`src/rtl/alu_seq.sv`:
```
// Handshaked sequential ALU with registered result/flags, a persistent carry
// for multi-word add-with-carry, and a bit-serial left rotate.
module alu_seq #(
  parameter int W = 8
) (
  input  logic         clk,
  input  logic         rst_n,
  input  logic         in_valid,
  output logic         in_ready,
  input  logic [2:0]   op,
  input  logic [W-1:0] a,
  input  logic [W-1:0] b,
  input  logic         ci,
  output logic         out_valid,
  input  logic         out_ready,
  output logic [W-1:0] y,
  output logic         flag_z,
  output logic         flag_c,
  output logic         flag_v,
  output logic         flag_n
);

  localparam int SW = $clog2(W);

  typedef enum logic {IDLE, SHIFT} state_t;

  state_t        r_state;
  logic [W-1:0]  r_y;
  logic          r_z, r_c, r_v, r_n;
  logic          r_out_valid;
  logic          r_cq;
  logic [W-1:0]  r_sh;
  logic [SW-1:0] r_cnt;

  logic          w_in_fire, w_out_fire;
  logic [SW-1:0] w_amt;
  logic          w_start_rot;
  logic [W:0]    w_sum;
  logic [W-1:0]  w_res;
  logic          w_c, w_v;
  logic [W-1:0]  w_rot_next;
  logic          w_rot_done;
  logic          w_load;
  logic [W-1:0]  w_load_y;
  logic          w_load_c, w_load_v;

  assign in_ready   = (r_state == IDLE) && (!r_out_valid || out_ready);
  assign w_in_fire  = in_valid && in_ready;
  assign w_out_fire = r_out_valid && out_ready;
  assign w_amt      = b[SW-1:0];
  assign w_start_rot = w_in_fire && (op == 3'b111) && (w_amt != '0);

  assign w_rot_next = {r_sh[W-2:0], r_sh[W-1]};
  assign w_rot_done = (r_state == SHIFT) && (r_cnt == SW'(1));

  // Single-cycle datapath; a zero-amount rotate degenerates to pass.
  always_comb begin
    w_sum = '0;
    w_res = '0;
    w_c   = 1'b0;
    w_v   = 1'b0;
    case (op)
      3'b000: w_res = a;
      3'b001: begin
        w_sum = {1'b0, a} + {1'b0, b} + {{W{1'b0}}, ci};
        w_res = w_sum[W-1:0];
        w_c   = w_sum[W];
        w_v   = (a[W-1] == b[W-1]) && (w_res[W-1] != a[W-1]);
      end
      3'b010: begin
        w_sum = {1'b0, a} + {1'b0, ~b} + {{W{1'b0}}, 1'b1};
        w_res = w_sum[W-1:0];
        w_c   = w_sum[W];
        w_v   = (a[W-1] != b[W-1]) && (w_res[W-1] != a[W-1]);
      end
      3'b011: begin
        w_sum = {1'b0, a} + {1'b0, b} + {{W{1'b0}}, r_cq};
        w_res = w_sum[W-1:0];
        w_c   = w_sum[W];
        w_v   = (a[W-1] == b[W-1]) && (w_res[W-1] != a[W-1]);
      end
      3'b100: w_res = a & b;
      3'b101: w_res = a | b;
      3'b110: w_res = a ^ b;
      default: w_res = a;
    endcase
  end

  // Result source: the immediate datapath in IDLE, the rotator on its last step.
  always_comb begin
    w_load   = 1'b0;
    w_load_y = w_res;
    w_load_c = w_c;
    w_load_v = w_v;
    if (r_state == SHIFT) begin
      w_load   = w_rot_done;
      w_load_y = w_rot_next;
      w_load_c = w_rot_next[0];
      w_load_v = 1'b0;
    end else begin
      w_load = w_in_fire && !w_start_rot;
    end
  end

  always_ff @(posedge clk or negedge rst_n) begin
    if (!rst_n) begin
      r_state     <= IDLE;
      r_y         <= '0;
      r_z         <= 1'b0;
      r_c         <= 1'b0;
      r_v         <= 1'b0;
      r_n         <= 1'b0;
      r_out_valid <= 1'b0;
      r_cq        <= 1'b0;
      r_sh        <= '0;
      r_cnt       <= '0;
    end else begin
      case (r_state)
        IDLE: begin
          if (w_start_rot) begin
            r_sh    <= a;
            r_cnt   <= w_amt;
            r_state <= SHIFT;
          end
        end
        SHIFT: begin
          r_sh  <= w_rot_next;
          r_cnt <= r_cnt - SW'(1);
          if (w_rot_done) begin
            r_state <= IDLE;
          end
        end
        default: r_state <= IDLE;
      endcase

      if (w_load) begin
        r_y         <= w_load_y;
        r_z         <= (w_load_y == '0);
        r_n         <= w_load_y[W-1];
        r_c         <= w_load_c;
        r_v         <= w_load_v;
        r_cq        <= w_load_c;
        r_out_valid <= 1'b1;
      end else if (w_out_fire) begin
        r_out_valid <= 1'b0;
      end
    end
  end

  assign out_valid = r_out_valid;
  assign y         = r_y;
  assign flag_z    = r_z;
  assign flag_c    = r_c;
  assign flag_v    = r_v;
  assign flag_n    = r_n;

endmodule

```
`config.mk`:
```
export PLATFORM = sky130hd
export DESIGN_NAME = alu_seq
export DESIGN_NICKNAME = d
export VERILOG_FILES = /design/src/rtl/alu_seq.sv
export SDC_FILE = /design/constraint.sdc
export NUM_CORES = 1
export LEC_CHECK = 0
export BUFFER_PORTS_ARGS = -buffer_cell sky130_fd_sc_hd__buf_2
export CORE_UTILIZATION = 53
export CTS_CLUSTER_DIAMETER = 150
export CTS_CLUSTER_SIZE = 14
export DETAILED_ROUTE_END_ITERATION = 12
export PLACE_DENSITY = 0.77
export RECOVER_POWER = 25
export SLEW_MARGIN = 10
export SYNTH_ARGS = -nofsm -noshare
export SYNTH_HDL_FRONTEND = slang
export SYNTH_SLANG_ARGS = --single-unit
export TNS_END_PERCENT = 50
```
`constraint.sdc`:
```
create_clock -name clk -period 2.6 [get_ports clk]
set_clock_uncertainty 0.1 [all_clocks]
set_input_delay 0.52 -clock clk [delete_from_list [all_inputs] [get_ports clk]]
set_output_delay 0.52 -clock clk [all_outputs]
set_load 0.01 [all_outputs]
```
# After elaboration in Yosys (flattened, before gate mapping)
# Index checks and enable logic that the tools add are counted.
# totals
ff_bits	25
latchBits	0
ramBits	0
mem_bits_ro	0
inputBits	24
wordCells	66
n_memories	0
# classes
add_sub_neg	6
mul	0
div	0
n_lt_le_gt_ge	0
n_eq_ne	14
shifts	0
n_mux	16
n_bitwise	5
reduce_logical	16
# ops
operator	n
$pmux W8 S6	1
$add A8 B8 Y9	2
$add A9 B1 Y9	2
$mux W8	2
$pmux W8 S2	1
$eq A3 B3 Y1 const B	4
$logic_and A1 B1 Y1	10
$add A9 B1 Y9 const B	1
$and A8 B8 Y8	1
$logic_not A8 Y1	1
$not A8 Y8	1
$or A8 B8 Y8	1
$xor A8 B8 Y8	1
$mux W1	7
$eq A3 B1 Y1 const B	2
$eq A3 B2 Y1 const B	2
$pmux W1 S3	2
$pmux W3 S2	1
$ne A1 B1 Y1	4
$mux W3	1
$reduce_bool A3 Y1	1
$sub A3 B1 Y3 const B	1
$logic_not A1 Y1	2
$ne A2 B2 Y1 const B	1
5 further kinds	5

# Logic depth before layout (Yosys ltp)
# Gate-level depths: netlist (run 1).
# logic_depth
ltp_word	10
mapped_depth	13
depth_no_buf	13

# Worst setup path before layout (run 1)
# OpenSTA, ideal clock, no wires.
# synth_timing
kind	input to register
startpoint	input a[0]
endpoint	register r_z (netlist: flag_z)
setup_ns	0.092
arrival_ns	3.329
t_required_ns	2.408
slack_ns	-0.920
stages	13
path_buffers	0
cell_sequence	ha_1 > inv_1 > fa_1 > inv_1 > ha_1 > mux2_1 > a22oi_1 > nor2_1 > a21oi_1 > o311ai_0 > or4_1 > or4_1 > o31ai_2
# synth_via
elab_chain_len	5
elab_cells_between_ends	11
classes_between	add/sub (5); mux (2); bitwise (3); reduce/logical (1)
# synth_lines
element	line_no	text
from (decl)	11	input logic [W-1:0] a,
$add A8 B8 Y9 (on tied branches)	65, 77, 71	
$add A9 B1 Y9 (on tied branches)	77, 65, 71	
$pmux W8 S6 (*)	62	case (op)
$mux W8 (*)	95	if (r_state == SHIFT) begin
$logic_not A8 Y1 (*)	138	r_z <= (w_load_y == '0);
to (signal assigned)	138	
to (decl)	29	logic r_z, r_c, r_v, r_n;
# Every way passes the cells marked *; elsewhere a longest branch is shown, timed or not.
# A chain may end at the register's enable or synchronous reset.

# Final worst setup path (run 1)
# Same ends and word-level chain as after synthesis.

==> impl_metrics.toml, run 1 <==
[finish]
area_growth_pct = 49.3
layoutNonFillerInstCount = 563
drive_gt1_share_pct = 40.9
fin_nets = 554
diodes = 0

[power_and_ir_drop]
leakage_nw = 2.04
power.switching_w = 0.00108
intPower_w = 0.00138
power.density_mw_per_mm2 = 594
ir_worst_vdd_uv = 502
p_comb_share_pct = 64.3
clockPowerShare_pct = 8.9
p_sw_share_pct = 43.9
power_frac_seq_pct = 26.8

[floorplanning]
die_area_mm2 = 0.00554
ios = 38
start_util_pct = 56.9
rows = 25
die_height_um = 74.4
die_w_um = 74.4
core_area_mm2 = 0.00488

[clock_network]
htreeDepth = 1
clk_latency_ns = 0.27
clk_pin_slew_worst_paths_ns = 0.08
hold_buffers = 0
cts_root_buf = "clkbuf_8"
clockBufferDepth = 2
cts_tree = "done"
numCtsBuffers = 3
clkSinkCount = 24

[sta]
finalSetupTns_ns = -2.53
final.setup.worst_slack_ns = -0.747
drv_slew = 0
hold_ws_ns = 0.387
maxSlewHeadroom_pct = 15.4
rsz0062_at_grt = "yes"
fin_crit_sh_pct = 129
worst_pin_slew_ns = 1.27
max_freq_mhz = 299
setup_viol = 9
fin_crit_ns = 3.35
hold_violations = 0

[place]
dp.cells = 558
io_buffers = 37
gp_congestion = 0.994
dp_hpwl_mm = 7.32

[route]
drt-met1-wl_mm = 3.80
ant_nets = 0
firstDrtPassIters = 6
num_vias = 3486
drc_errors = 0
drt_iter0_drc = 342
viasPerCell = 6.19
wl_per_cell_um = 18.9
top_layer_used = "met4"
wl_met3_um = 944
dr_wl_met2_mm = 5.21
wl_mm = 10.6

[global_route]
grt_pass1_wl_mm = 16.7
grt_max_degree = 25
grt-ovfl-total = 0
antenna_found_initial = 0
grt_pass1_vias = 3537
grt_use_total_pct = 40.3

[logic_synthesis]
synth_cell_types = 61
ys_ff_latch = 24
synth_compound_area_share_pct = 23.3
synthTopCellsByArea = "dfrtp_1, ha_1, nand2_1"
synthAdderAreaFrac_pct = 14.9
synth_edf_count = 0
synth_top_family_by_area = "compound AO/OA/AOI/OAI gates"
synth.largest_area_cell = "dfrtp_1"
synthArstFlopShare_pct = 100
synthesis.nets = 420
ys_seq_area_share_pct = 21.6
synthMuxAreaShare_pct = 4.59
yosysTopAreaCellShare_pct = 21.6
syn-instance-count = 364
synth_area_mm2 = 0.00278
synthXorXnorAreaFrac_pct = 4.28
synth_warnings = 0
synth-simple-area-share_pct = 23.3
syn_area_per_cell_um2 = 7.63
ys.flop_type = "dfrtp_1"

[critical_path]
crit_fanout = 3
crit_path_frequent_cell = "buf_4"
path_cells = "buf_8, ha_4, inv_4, fa_2, buf_4, buf_4, nor3_2, nor3_1, o21ai_1, a221oi_1, or4_1, or4_4, o31ai_4"
crit_path_end_kind = "flip-flop"
cp_data_required_time_ns = 2.68
startpoint_type = "input pin"
cp_slowest_stage_delay_ns = 0.56
worst_ep_arrival_time_ns = 3.43
critical_path_class = "in -> reg"
crit_slowest_cell = "or4_1"

[status]
violations = "negative setup slack"
status = "finished, violations left"

[job]
maxCapViolCount = 0

[hold_path]
hold_class = "reg -> reg"
==> critical path, delay by kind of cell <==
kind                       cells  cell delay [ns]
AOI/OAI and AO/OA              3             0.49
adders and majority gates      2             0.61
buffers and inverters          4             0.45
and+or+nand+nor                4             1.35
==> cell usage in the layout (no fill, tap or decap), types with 5 or more instances in the layout <==
cell type  Yosys  final
inv_2          4      7
ha_4           0      6
nand2_1       41     41
dfrtp_1       24     24
nor3_1        13     11
buf_4          2    107
o21ai_0       19     17
buf_2          2     34
ha_1          30     23
inv_1         29     24
mux2i_1        6      6
xnor2_1        6      5
a21oi_1       17     15
xor2_1         5      5
nor2_1        38     36
a221oi_1       6      6
nand2b_1       8      8
nand3_1       10      9
o21a_1         5      5
==> power by group through the flow <==
stage | combinational, W | sequential, W | clock [W]
4_1_cts | 0.00155 | 0.000643 | 0.000216
5_1_grt | 0.00171 | 0.000670 | 0.000230
2_1_floorplan | 0.000740 | 0.000663 | 0
6_report | 0.00159 | 0.000661 | 0.000219
3_5_place_dp | 0.00139 | 0.000647 | 0
3_3_place_gp | 0.00134 | 0.000636 | 0
==> registers in the layout (all words and copies together), names as in the netlist <==
| register | flops |
|---|---|
| out_valid | 1 |
| r_cnt | 3 |
| y | 8 |
| r_sh | 8 |
| r_state | 1 |
| r_cq | 1 |
| flag_v | 1 |
| flag_z | 1 |
==> metal layers <==
layer / vias to the layer above / track usage (%)
met5: - / 0
met4: 0 / 25.6
met3: 75 / 10.7
met2: 238 / 69.6
met1: 1621 / 43.8
li1: 1552 / -
==> cell families after synthesis <==
| logic type | Yosys count |
|---|---|
| AND/OR/NAND/NOR | 137 |
| flip-flops | 24 |
| XOR/XNOR | 12 |
| adder cells (fa/ha/maj) | 32 |
| multiplexers | 12 |
| AO/OA/AOI/OAI | 93 |
| buffers and inverters | 54 |
==> synth_stat cells, types with 3 or more instances <==
library cell	n
o21ai_0	19
a221o_1	3
a22oi_1	4
a221oi_1	6
o41ai_1	4
o21ai_1	3
mux2_1	4
ha_1	30
nand2_1	41
nor2b_1	6
clkbuf_1	14
nand2b_1	8
o211ai_1	4
nand3_1	10
inv_1	29
a21oi_1	17
o21bai_1	4
dfrtp_1	24
nor3_1	13
o22ai_1	4
mux2i_1	6
xor2_1	5
nor2_1	38
or4_1	4
or3_1	3
xnor2_1	6
inv_2	4
o21a_1	5
==> through the flow <==
stage | instance area, µm² | total power [W] | worst slack, ns | utilization, %
floorplan | 2810 | 0.00140 | -0.877 | -
global placement | 3830 | 0.00198 | -1.09 | 78.6
detailed placement | 3830 | 0.00204 | -1.15 | 78.6
CTS | 4160 | 0.00241 | -0.698 | 85.2
global route | 4150 | 0.00261 | -0.767 | 85.0
finish | 4150 | 0.00247 | -0.747 | 85.0
==> final cells by class <==
cell class / count / area, µm²
Timing Repair Buffer: 149 / 1080
Clock buffer: 3 / 41.3
Multi-Input combinational cell: 286 / 2210
Tap cell: 67 / 83.8
Inverter: 34 / 133
Fill cell: 265 / 731
Sequential cell: 24 / 601
==> timing repair <==
item	CTS	global route
pin swaps	19	10
setup endpoints to repair	8	11
resized for setup	44	14
buffers inserted	8	2
==> path summary, 6_finish.rpt <==
path,start,endpoint,slack (ns),cells after the start
max reg2reg,r_cq$_DFFE_PN0P_,flag_z$_DFFE_PN0P_,-0.35,10
min,y[4]$_DFFE_PN0P_,y[4]$_DFFE_PN0P_,0.39,2
max in group asynchronous,rst_n,y[3]$_DFFE_PN0P_,1.24,1
min in group asynchronous,rst_n,r_sh[3]$_DFFE_PN0P_,0.41,1
max,a[0],flag_z$_DFFE_PN0P_,-0.75,13
min reg2reg,y[4]$_DFFE_PN0P_,y[4]$_DFFE_PN0P_,0.39,2
No activity file was read; power rests on OpenSTA's default activity.
==> inputs of run 2 (changes only) <==
--- a/config.mk
+++ b/config.mk
@@ -6,11 +6,13 @@
 export NUM_CORES = 1
 export LEC_CHECK = 0
 export BUFFER_PORTS_ARGS = -buffer_cell sky130_fd_sc_hd__buf_2
-export CORE_UTILIZATION = 53
+export CELL_PAD_IN_SITES_DETAIL_PLACEMENT = 1
+export CELL_PAD_IN_SITES_GLOBAL_PLACEMENT = 1
+export CORE_UTILIZATION = 39
 export CTS_CLUSTER_DIAMETER = 150
 export CTS_CLUSTER_SIZE = 14
 export DETAILED_ROUTE_END_ITERATION = 12
-export PLACE_DENSITY = 0.77
+export PLACE_DENSITY_LB_ADDON = 0.1
 export RECOVER_POWER = 25
 export SLEW_MARGIN = 10
 export SYNTH_ARGS = -nofsm -noshare
==> impl_metrics.toml, run 2 (synthesis results as in run 1) <==
[critical_path]
worstReg2RegStart = "r_cq$_DFFE_PN0P_"
crit_fanout = 2
cp_data_required_time_ns = 2.69
worst_ep_arrival_time_ns = 3.63
critical_path_class = "in -> reg"
worstSetupStartpoint = "b[0]"
crit_path_end_kind = "flip-flop"
startpoint_type = "input pin"

[power_and_ir_drop]
leakage_nw = 2.19
p_comb_share_pct = 67.0
power.switching_w = 0.00133
power_frac_seq_pct = 23.8
ir_worst_vdd_uv = 524
clockPowerShare_pct = 9.2
finalPower_w = 0.00286
power.density_mw_per_mm2 = 630
intPower_w = 0.00153
p_sw_share_pct = 46.6

[global_route]
grt_pass1_wl_mm = 22.1
antenna_found_initial = 0
grt_pass1_vias = 4002
grt-ovfl-total = 0
grt_max_degree = 25
grt_use_total_pct = 39.5

[sta]
hold_violations = 0
worst_pin_slew_ns = 1.38
drv_slew = 0
final.setup.worst_slack_ns = -0.940
finalSetupTns_ns = -4.67
max_freq_mhz = 283
fin_crit_ns = 3.54
maxSlewHeadroom_pct = 8.09
fin_crit_sh_pct = 136
setup_viol = 11
rsz0062_at_grt = "yes"

[finish]
utilization_pct = 66.6
area_growth_pct = 63.6
final_common_cell = "buf_4"
diodes = 0
layout_common_cells = "buf_4, nand2_1, nor2_1, buf_2, dfrtp_1"
fin_nets = 576
drive_gt1_share_pct = 47.4

[clock_network]
numCtsBuffers = 3
clk_latency_ns = 0.27
clk_pin_slew_worst_paths_ns = 0.09
htreeDepth = 1
clkSinkCount = 24
cts_tree = "done"
hold_buffers = 0
cts_root_buf = "clkbuf_8"
clockBufferDepth = 2

[floorplanning]
core_area_mm2 = 0.00683
ios = 38
start_util_pct = 40.7
die_w_um = 86.4
die_area_mm2 = 0.00747
die_height_um = 86.4
rows = 30

[route]
drc_errors = 0
firstDrtPassIters = 6
wl_per_cell_um = 26.1
num_vias = 3850
wl_mm = 16.1
ant_nets = 0
viasPerCell = 6.26
drt_iter0_drc = 260

[place]
dp_hpwl_mm = 8.70
gp_congestion = 0.888
io_buffers = 37

[hold_path]
hold_start = "y[6]$_DFFE_PN0P_"
hold_class = "reg -> reg"

[job]
maxCapViolCount = 0

[status]
status = "finished, violations left"
violations = "negative setup slack"
run 2: cell count changes in the layout (fill, tap and decap cells not counted), moves of 4 or more:
cell,delta
ha_1,-6
inv_1,-4
ha_4,+4
buf_6,+6
buf_4,+15
run 2: power by group through the flow:
stage          clock network, W  registers (W)  logic [W]
2_1_floorplan                 0       0.000663   0.000740
3_3_place_gp                  0       0.000636    0.00140
3_5_place_dp                  0       0.000648    0.00147
4_1_cts                0.000261       0.000645    0.00165
5_1_grt                0.000278       0.000687    0.00200
6_report               0.000263       0.000682    0.00192
run 2: cell type report:
cell class | count | area, µm²
timing repair buffer | 171 | 1270
tap | 96 | 120
clock buffer | 4 | 55.1
fill | 807 | 2280
multi-input combinational | 286 | 2360
inverter | 34 | 138
sequential | 24 | 601
run 2: critical path, cell delays in order:
cell      delay [ns]
buf_8           0.08
ha_4            0.14
inv_4           0.04
fa_2            0.58
inv_4           0.06
ha_4            0.23
mux2_4          0.28
a22oi_2         0.14
nor2_1          0.07
a21oi_1         0.18
o311ai_1        0.16
or4_1           0.53
or4_4           0.43
o31ai_2         0.18
run 2: final timing paths:
check                                      to  cells after the start  slack [ns]
max in group asynchronous   r_state$_DFF_PN0_                      1        1.15
min reg2reg                  y[6]$_DFFE_PN0P_                      1        0.43
min in group asynchronous    y[7]$_DFFE_PN0P_                      1        0.45
max reg2reg                flag_z$_DFFE_PN0P_                     10       -0.40
max                        flag_z$_DFFE_PN0P_                     14       -0.94
min                          y[6]$_DFFE_PN0P_                      1        0.43
run 2: layer usage:
layer / global-route usage (%) / routed length (µm) / part of all wire (%) / vias up
met1: 45.9 / 5880 / 37 / 1893
li1: - / - / - / 1600
met2: 71.1 / 7980 / 50 / 269
met3: 5.14 / 1070 / 6.7 / 88
met5: 0 / 0 / 0 / -
met4: 19.8 / 1140 / 7.1 / 0
run 2: repair_timing:
action                     CTS  global route
setup endpoints to repair   10            11
resized for setup           68            26
buffers inserted            21             5
pin swaps                   29            24
run 2: through the flow:
stage | instances | hold slack, ns | setup WS, ns | area [µm²]
after floorplan | 364 | 0.124 | -0.877 | 2810
after global placement | 586 | 0.349 | -1.10 | 3860
after detailed placement | 586 | 0.358 | -1.23 | 3860
after CTS | 611 | 0.151 | -0.731 | 4410
after global routing | 615 | 0.431 | -1.02 | 4550
final | 615 | 0.429 | -0.940 | 4550
